--- config.mk ---
export PLATFORM = sky130hd
export DESIGN_NAME = q_debounce
export DESIGN_NICKNAME = d
export VERILOG_FILES = /design/src/rtl/q_debounce.sv
export SDC_FILE = /design/constraint.sdc
export NUM_CORES = 1
export LEC_CHECK = 0
export CAP_MARGIN = 10
export CORE_MARGIN = 5
export CORE_UTILIZATION = 51
export DETAILED_ROUTE_END_ITERATION = 7
export GPL_TIMING_DRIVEN = 0
export PLACE_DENSITY = 0.81
export SYNTH_ARGS = -nofsm -noshare
export SYNTH_HDL_FRONTEND = slang
export SYNTH_SLANG_ARGS = --single-unit
export TNS_END_PERCENT = 30
--- constraint.sdc ---
create_clock -name clc -period 2.54 [get_ports clc]
set_input_delay 0.254 -clock clc [delete_from_list [all_inputs] [get_ports clc]]
set_output_delay 0.254 -clock clc [all_outputs]
set_load 0.005 [all_outputs]
--- src/rtl/q_debounce.sv ---
// ---------------------------------------------------------------------------
// q_debounce
//   Debounces the complementary q/q_prim pair of a NAND-latch D flip-flop
//   into the clc domain. Non-complementary pairs are flagged and ignored. A
//   new level is committed only after STABLE_CYCLES consecutive valid, equal
//   samples. Every commit produces a one-cycle rise or fall pulse.
//
//   Build option: define QDEB_EVT_CNT_EN to include the committed-event
//   counter. Without it, evt_cnt is tied to 0 and cnt_clr is ignored.
//
// Parameters
//   STABLE_CYCLES  consecutive valid equal samples needed to commit (1..255)
//   CNT_W          event counter width
// Ports
//   clc        in   clock, rising edge
//   rst_n      in   asynchronous active-low reset
//   q_in       in   latch q, asynchronous to clc
//   q_prim_in  in   latch q_prim, asynchronous to clc
//   cnt_clr    in   synchronous clear of evt_cnt (wins over an increment)
//   level      out  committed, debounced level
//   rise       out  one-cycle pulse on a committed 0->1
//   fall       out  one-cycle pulse on a committed 1->0
//   bad_pair   out  synchronized pair is non-complementary
//   evt_cnt    out  committed-event count, wraps modulo 2^CNT_W
// ---------------------------------------------------------------------------
module q_debounce #(
  parameter int unsigned STABLE_CYCLES = 16,
  parameter int unsigned CNT_W         = 8
) (
  input  logic             clc,
  input  logic             rst_n,
  input  logic             q_in,
  input  logic             q_prim_in,
  input  logic             cnt_clr,
  output logic             level,
  output logic             rise,
  output logic             fall,
  output logic             bad_pair,
  output logic [CNT_W-1:0] evt_cnt
);

  localparam int unsigned STAB_W = $clog2(STABLE_CYCLES + 1);
  // Entering a CHK state already accounts for one sample, so the commit
  // happens when the counter has reached STABLE_CYCLES-1.
  localparam logic [STAB_W-1:0] STAB_LAST = STAB_W'(STABLE_CYCLES - 1);
  localparam logic [STAB_W-1:0] STAB_ONE  = STAB_W'(1);

  localparam logic [1:0] ST_LOW   = 2'd0;
  localparam logic [1:0] CHK_HIGH = 2'd1;
  localparam logic [1:0] ST_HIGH  = 2'd2;
  localparam logic [1:0] CHK_LOW  = 2'd3;

  // Two-flop synchronizers; reset to a valid (0,1) pair.
  logic q_meta_q,  q_meta_d;
  logic q_sync_q,  q_sync_d;
  logic qp_meta_q, qp_meta_d;
  logic qp_sync_q, qp_sync_d;

  always_comb begin
    q_meta_d  = q_in;
    q_sync_d  = q_meta_q;
    qp_meta_d = q_prim_in;
    qp_sync_d = qp_meta_q;
  end

  always_ff @(posedge clc or negedge rst_n) begin
    if (!rst_n) begin
      q_meta_q  <= 1'b0;
      q_sync_q  <= 1'b0;
      qp_meta_q <= 1'b1;
      qp_sync_q <= 1'b1;
    end else begin
      q_meta_q  <= q_meta_d;
      q_sync_q  <= q_sync_d;
      qp_meta_q <= qp_meta_d;
      qp_sync_q <= qp_sync_d;
    end
  end

  logic s_c;
  logic valid_c;

  assign s_c     = q_sync_q;
  assign valid_c = q_sync_q ^ qp_sync_q;

  // Debounce FSM and stability counter.
  logic [1:0]        state_q, state_d;
  logic [STAB_W-1:0] stab_q,  stab_d;
  logic              level_q, level_d;
  logic              rise_q,  rise_d;
  logic              fall_q,  fall_d;
  logic              bad_pair_q, bad_pair_d;

  always_comb begin
    state_d    = state_q;
    stab_d     = stab_q;
    rise_d     = 1'b0;
    fall_d     = 1'b0;
    bad_pair_d = !valid_c;

    // An invalid pair leaves state and count untouched in every state.
    case (state_q)
      ST_LOW: begin
        if (valid_c && s_c) begin
          if (STABLE_CYCLES == 1) begin
            state_d = ST_HIGH;
            stab_d  = '0;
            rise_d  = 1'b1;
          end else begin
            state_d = CHK_HIGH;
            stab_d  = STAB_ONE;
          end
        end
      end
      CHK_HIGH: begin
        if (valid_c) begin
          if (s_c) begin
            if (stab_q == STAB_LAST) begin
              state_d = ST_HIGH;
              stab_d  = '0;
              rise_d  = 1'b1;
            end else begin
              stab_d = stab_q + STAB_ONE;
            end
          end else begin
            // Bounced back before reaching the threshold: abort quietly.
            state_d = ST_LOW;
            stab_d  = '0;
          end
        end
      end
      ST_HIGH: begin
        if (valid_c && !s_c) begin
          if (STABLE_CYCLES == 1) begin
            state_d = ST_LOW;
            stab_d  = '0;
            fall_d  = 1'b1;
          end else begin
            state_d = CHK_LOW;
            stab_d  = STAB_ONE;
          end
        end
      end
      CHK_LOW: begin
        if (valid_c) begin
          if (!s_c) begin
            if (stab_q == STAB_LAST) begin
              state_d = ST_LOW;
              stab_d  = '0;
              fall_d  = 1'b1;
            end else begin
              stab_d = stab_q + STAB_ONE;
            end
          end else begin
            state_d = ST_HIGH;
            stab_d  = '0;
          end
        end
      end
      default: begin
        state_d = ST_LOW;
        stab_d  = '0;
      end
    endcase

    // Level is a registered decode of the next state, so it never glitches.
    level_d = (state_d == ST_HIGH) || (state_d == CHK_LOW);
  end

  always_ff @(posedge clc or negedge rst_n) begin
    if (!rst_n) begin
      state_q    <= ST_LOW;
      stab_q     <= '0;
      level_q    <= 1'b0;
      rise_q     <= 1'b0;
      fall_q     <= 1'b0;
      bad_pair_q <= 1'b0;
    end else begin
      state_q    <= state_d;
      stab_q     <= stab_d;
      level_q    <= level_d;
      rise_q     <= rise_d;
      fall_q     <= fall_d;
      bad_pair_q <= bad_pair_d;
    end
  end

  assign level    = level_q;
  assign rise     = rise_q;
  assign fall     = fall_q;
  assign bad_pair = bad_pair_q;

`ifdef QDEB_EVT_CNT_EN
  // Committed-event counter; updates on the same edge as level.
  logic [CNT_W-1:0] evt_cnt_q, evt_cnt_d;

  always_comb begin
    evt_cnt_d = evt_cnt_q;
    if (cnt_clr) begin
      evt_cnt_d = '0;
    end else if (rise_d || fall_d) begin
      evt_cnt_d = evt_cnt_q + CNT_W'(1);
    end
  end

  always_ff @(posedge clc or negedge rst_n) begin
    if (!rst_n) begin
      evt_cnt_q <= '0;
    end else begin
      evt_cnt_q <= evt_cnt_d;
    end
  end

  assign evt_cnt = evt_cnt_q;
`else
  logic unused_cnt_clr;

  assign unused_cnt_clr = cnt_clr;
  assign evt_cnt        = '0;
`endif

endmodule

* Word-level counts from Yosys, hierarchy flattened
Index checks and enable logic that the tools add are counted.
W data, S select, Z words.
** Operators by class
- $add $sub $neg :: 1
- Equal/unequal tests :: 10
- Muxes and demuxes :: 24
- Bitwise operators :: 1
- Reduce and logical (&&, ||, !) cells :: 7
** Operators with widths (number)
- $mux W5 :: 7
- $pmux W5 S4 :: 1
- $mux W2 :: 8
- $eq A2 B2 Y1 const B :: 4
- $ne A2 B2 Y1 const B :: 4
- $pmux W2 S4 :: 1
- $mux W1 :: 7
- $add A5 B1 Y5 const B :: 1
- $eq A5 B4 Y1 const B :: 1
- $reduce_and A4 Y1 :: 1
- $eq A2 B1 Y1 const B :: 1
- $logic_and A1 B1 Y1 :: 2
- $logic_not A1 Y1 :: 2
- $logic_not A2 Y1 :: 1
- $logic_or A1 B1 Y1 :: 1
- $xor A1 B1 Y1 :: 1
** Word-level totals
- Flip-flop bits (word level) :: 15
- Output and inout port bits :: 12
- Logic and storage cells :: 53

* Depth between registers and ports, before layout
- Word-level depth :: 7
- Mapped depth :: 5

* Least setup slack after synthesis
Ideal clock, no wire load.
- Kind :: flip-flop to flip-flop
- Start point :: reg q_sync_q
- End point :: reg level_q, in the netlist level
- Library setup time :: 0.125 ns
- Data arrival time :: 1.454 ns
- Data required time :: 2.415 ns
- Setup slack :: 0.961 ns
- Stages on the path, launching flop included :: 6
- Buffers on the path :: 0
- Cell sequence :: dfrtp_1 inv_1 ha_1 and2b_2 nand2b_4 mux2_4
** Between the ends
- Longest elaborated chain between the ends :: 6
- Elaborated cells on any way between the ends :: 14
** RTL lines
- start, declared :: line 55 : logic q_sync_q, q_sync_d;
- start signal, assigned :: line 74 : q_sync_q <= q_sync_d;
- $xor A1 B1 Y1 / $logic_not A1 Y1 (equally long branches)
- $logic_and A1 B1 Y1, on equally long branches :: line 133, 104
- $mux W2, on equally long branches :: line 133, 104
- $pmux W2 S4 * :: line 102 : case (state_q)
- $eq A2 B2 Y1 :: line 167 : level_d = (state_d == ST_HIGH) || (state_d == CHK_LOW);
- $logic_or A1 B1 Y1 * :: line 167
- net level_d :: line 89 : logic level_q, level_d;
- end signal, assigned :: line 181 : level_q <= level_d;
- end, declared :: line 89
The timed path passes the listed nets; every way through them passes the cells marked *.
A chain may end at the register's enable or synchronous reset.

* Worst setup path in the final report
Same ends and word-level chain as after synthesis.

==> results.cfg <==
[run_status]
status = finished clean

[global_route]
grt_pass1_vias = 507
grt_pass1_wl_um = 2350
grt_usage = 0.129
grt_max_degree = 16
antenna_found_initial = 0
grt_overflow_total = 0

[detailed_routing]
drc = 0
routed_wl_um = 1310
antenna_left = 0
wl_per_cell_um = 13.5
met2_length_um = 667
dr.first_iter.drc_count = 6
vias = 466
top_layer = met4
dr.pass1.iters = 4
vias_per_cell = 4.80
wl_met1_um = 532
dr_wl_met3_um = 70

[placement]
numPortBuffers = 7
dpl_cell_area_sq_um = 878
gp_congestion = 0.750
hpwl_um = 1020

[pwr]
swShare = 0.305
p_leak_uw = 0.000459
ir_drop_mv = 0.396
clkPwrFrac = 0.226
pwr-share-seq = 0.517
netSwitchingPower_uw = 176
p_per_area_nw_per_um2 = 638
p_total_uw = 577
combPwrFrac = 0.257
power.internal_uw = 401

[synthesis]
ys_async_sr_fraction = 1.00
yosys_warnings = 0
synth_enable_flop_cells = 0
ys.flop_type = dfrtp_1
synth.area.top_cells = dfrtp_1 43%, buf_4 7.9%, dfstp_2 6.9%
synth-seq-cells = 15
synth.distinct_cells = 28
synth_area_leader_cell = dfrtp_1
synth.most_common_cell = dfrtp_1
synth_common_cells = 13 x dfrtp_1, 8 x buf_4, 5 x inv_1
syn_area_sq_um = 762
syn_inst = 63
synth.yosys.seq_area_share = 0.496
synth_top_cell_area_share = 0.427
syn_avg_cell_area_sq_um = 12.1

[floorplanning]
dieArea_sq_um = 2370
die_w_um = 48.7
io_pins = 17
initial_utilization = 0.524
row_count = 14
die_h_um = 48.7
coreArea_sq_um = 1450

[setup_path]
worstPathCellList = inv_1 -> ha_1 -> and2b_2 -> nand2b_4 -> mux2_4
slowest_delay_ps = 480
path_depth = 5
r2r_slack_ps = 810
cp_data_arrival_time_ps = 1900
cp_max_fo = 6
crit_type = register to register
worstSetupStartpoint = q_sync_q
worst-path-buf-inv = 1
cpMaxStageDelayCell = dfrtp_1
worstReg2RegStart = q_sync_q
cp_top_family = flip-flops
r2r-end = level
end_kind = register
r2r_cells = 5
cp-start-kind = register
required_ps = 2710

[clock_network]
clk_latency_ps = 270
postCtsHoldBufs = 0
root_buffer = clkbuf_4
h-tree-depth = 1
clk_pin_slew_ps = 80
postCtsSetupBuffers = 0
clock-sinks = 15
cts_buffer_depth = 2
cts_tree = done
cts_buffers = 3
cts_resized = 0

[layout]
final_nets = 90
area_growth_pct = 18.7
nFillCells = 123
drive_gt1_frac = 0.309
antenna_cells = 0
final_area_sq_um = 905

[sta]
fin_crit_sh = 0.682
setup_viol = 0
finClkSkew_ps = 0.405
rsz0062_at_grt = no
tns_ps = 0
drv_slew = 0
period_minus_slack_ps = 1730
fmax_ghz = 0.577
worst_slew_pin_slew_ps = 630
max_slew_margin = 0.579
hold_viol = 0
hold_ws_ps = 362

[worst_hold_path]
min_path_type = primary input to async pin

[job]
cap_viol_max_count = 0
-- how the worst max path moves through the flow --
stage                       to  slack, ps
floorplan                level        960
global placement    state_q[1]        880
detailed placement       level        800
CTS                      level        790
global route             level        690
finish                   level        810
-- through the flow --
stage / setup WS (ps) / utilization / instances
2_1_floorplan: 961 / - / 70
3_3_place_gp: 881 / 0.604 / 93
3_5_place_dp: 805 / 0.604 / 93
4_1_cts: 787 / 0.622 / 97
5_1_grt: 689 / 0.622 / 97
6_report: 808 / 0.622 / 97
-- cell usage in the layout (no fill, tap or decap), types with 3 or more instances in the layout --
cell type | Yosys | layout
dfrtp_1 | 13 | 13
buf_4 | 8 | 8
conb_1 | 1 | 8
clkdlybuf4s50_1 | 0 | 7
inv_1 | 5 | 5
nand3_1 | 4 | 4
ha_1 | 3 | 3
clkbuf_4 | 0 | 3
-- flip-flops by register name (all words and copies together) (netlist names) --
name / flops
qp_sync_q: 1
level: 1
stab_q: 5
q_sync_q: 1
bad_pair: 1
rise: 1
state_q: 2
qp_meta_q: 1
q_meta_q: 1
fall: 1
-- cell families after synthesis --
logic type      share of synthesized area
flops                               0.496
xor+xnor                           0.0328
fa+ha+maj                          0.0493
compound gates                      0.105
buf+inv                             0.110
simple gates                        0.163
mux                                0.0394
other cells                       0.00492
-- cell type report --
class                   count  area, sq um  share of cell area
plain buffers               9         65.1              0.0719
clock buffers               4         26.3              0.0290
inverters                   5         18.8              0.0207
multi-input cells          41          327               0.361
flip-flops and latches     15          378               0.418
well taps                  16         20.0              0.0221
repair buffers              7         70.1              0.0775
-- power by group through the flow --
stage / combinational (uW) / clock [uW] / sequential [uW]
after floorplan: 115 / 0 / 294
after global placement: 141 / 0 / 298
after detailed placement: 149 / 0 / 301
after CTS: 150 / 138 / 296
after global routing: 166 / 149 / 302
final: 148 / 131 / 298
-- layer usage --
metal  vias up  global-route usage
met3         4              0.0399
met5         -                   0
met4         0              0.0807
met1       217               0.146
met2        11               0.209
li1        234                   -
(Power assumes the default switching activity.)
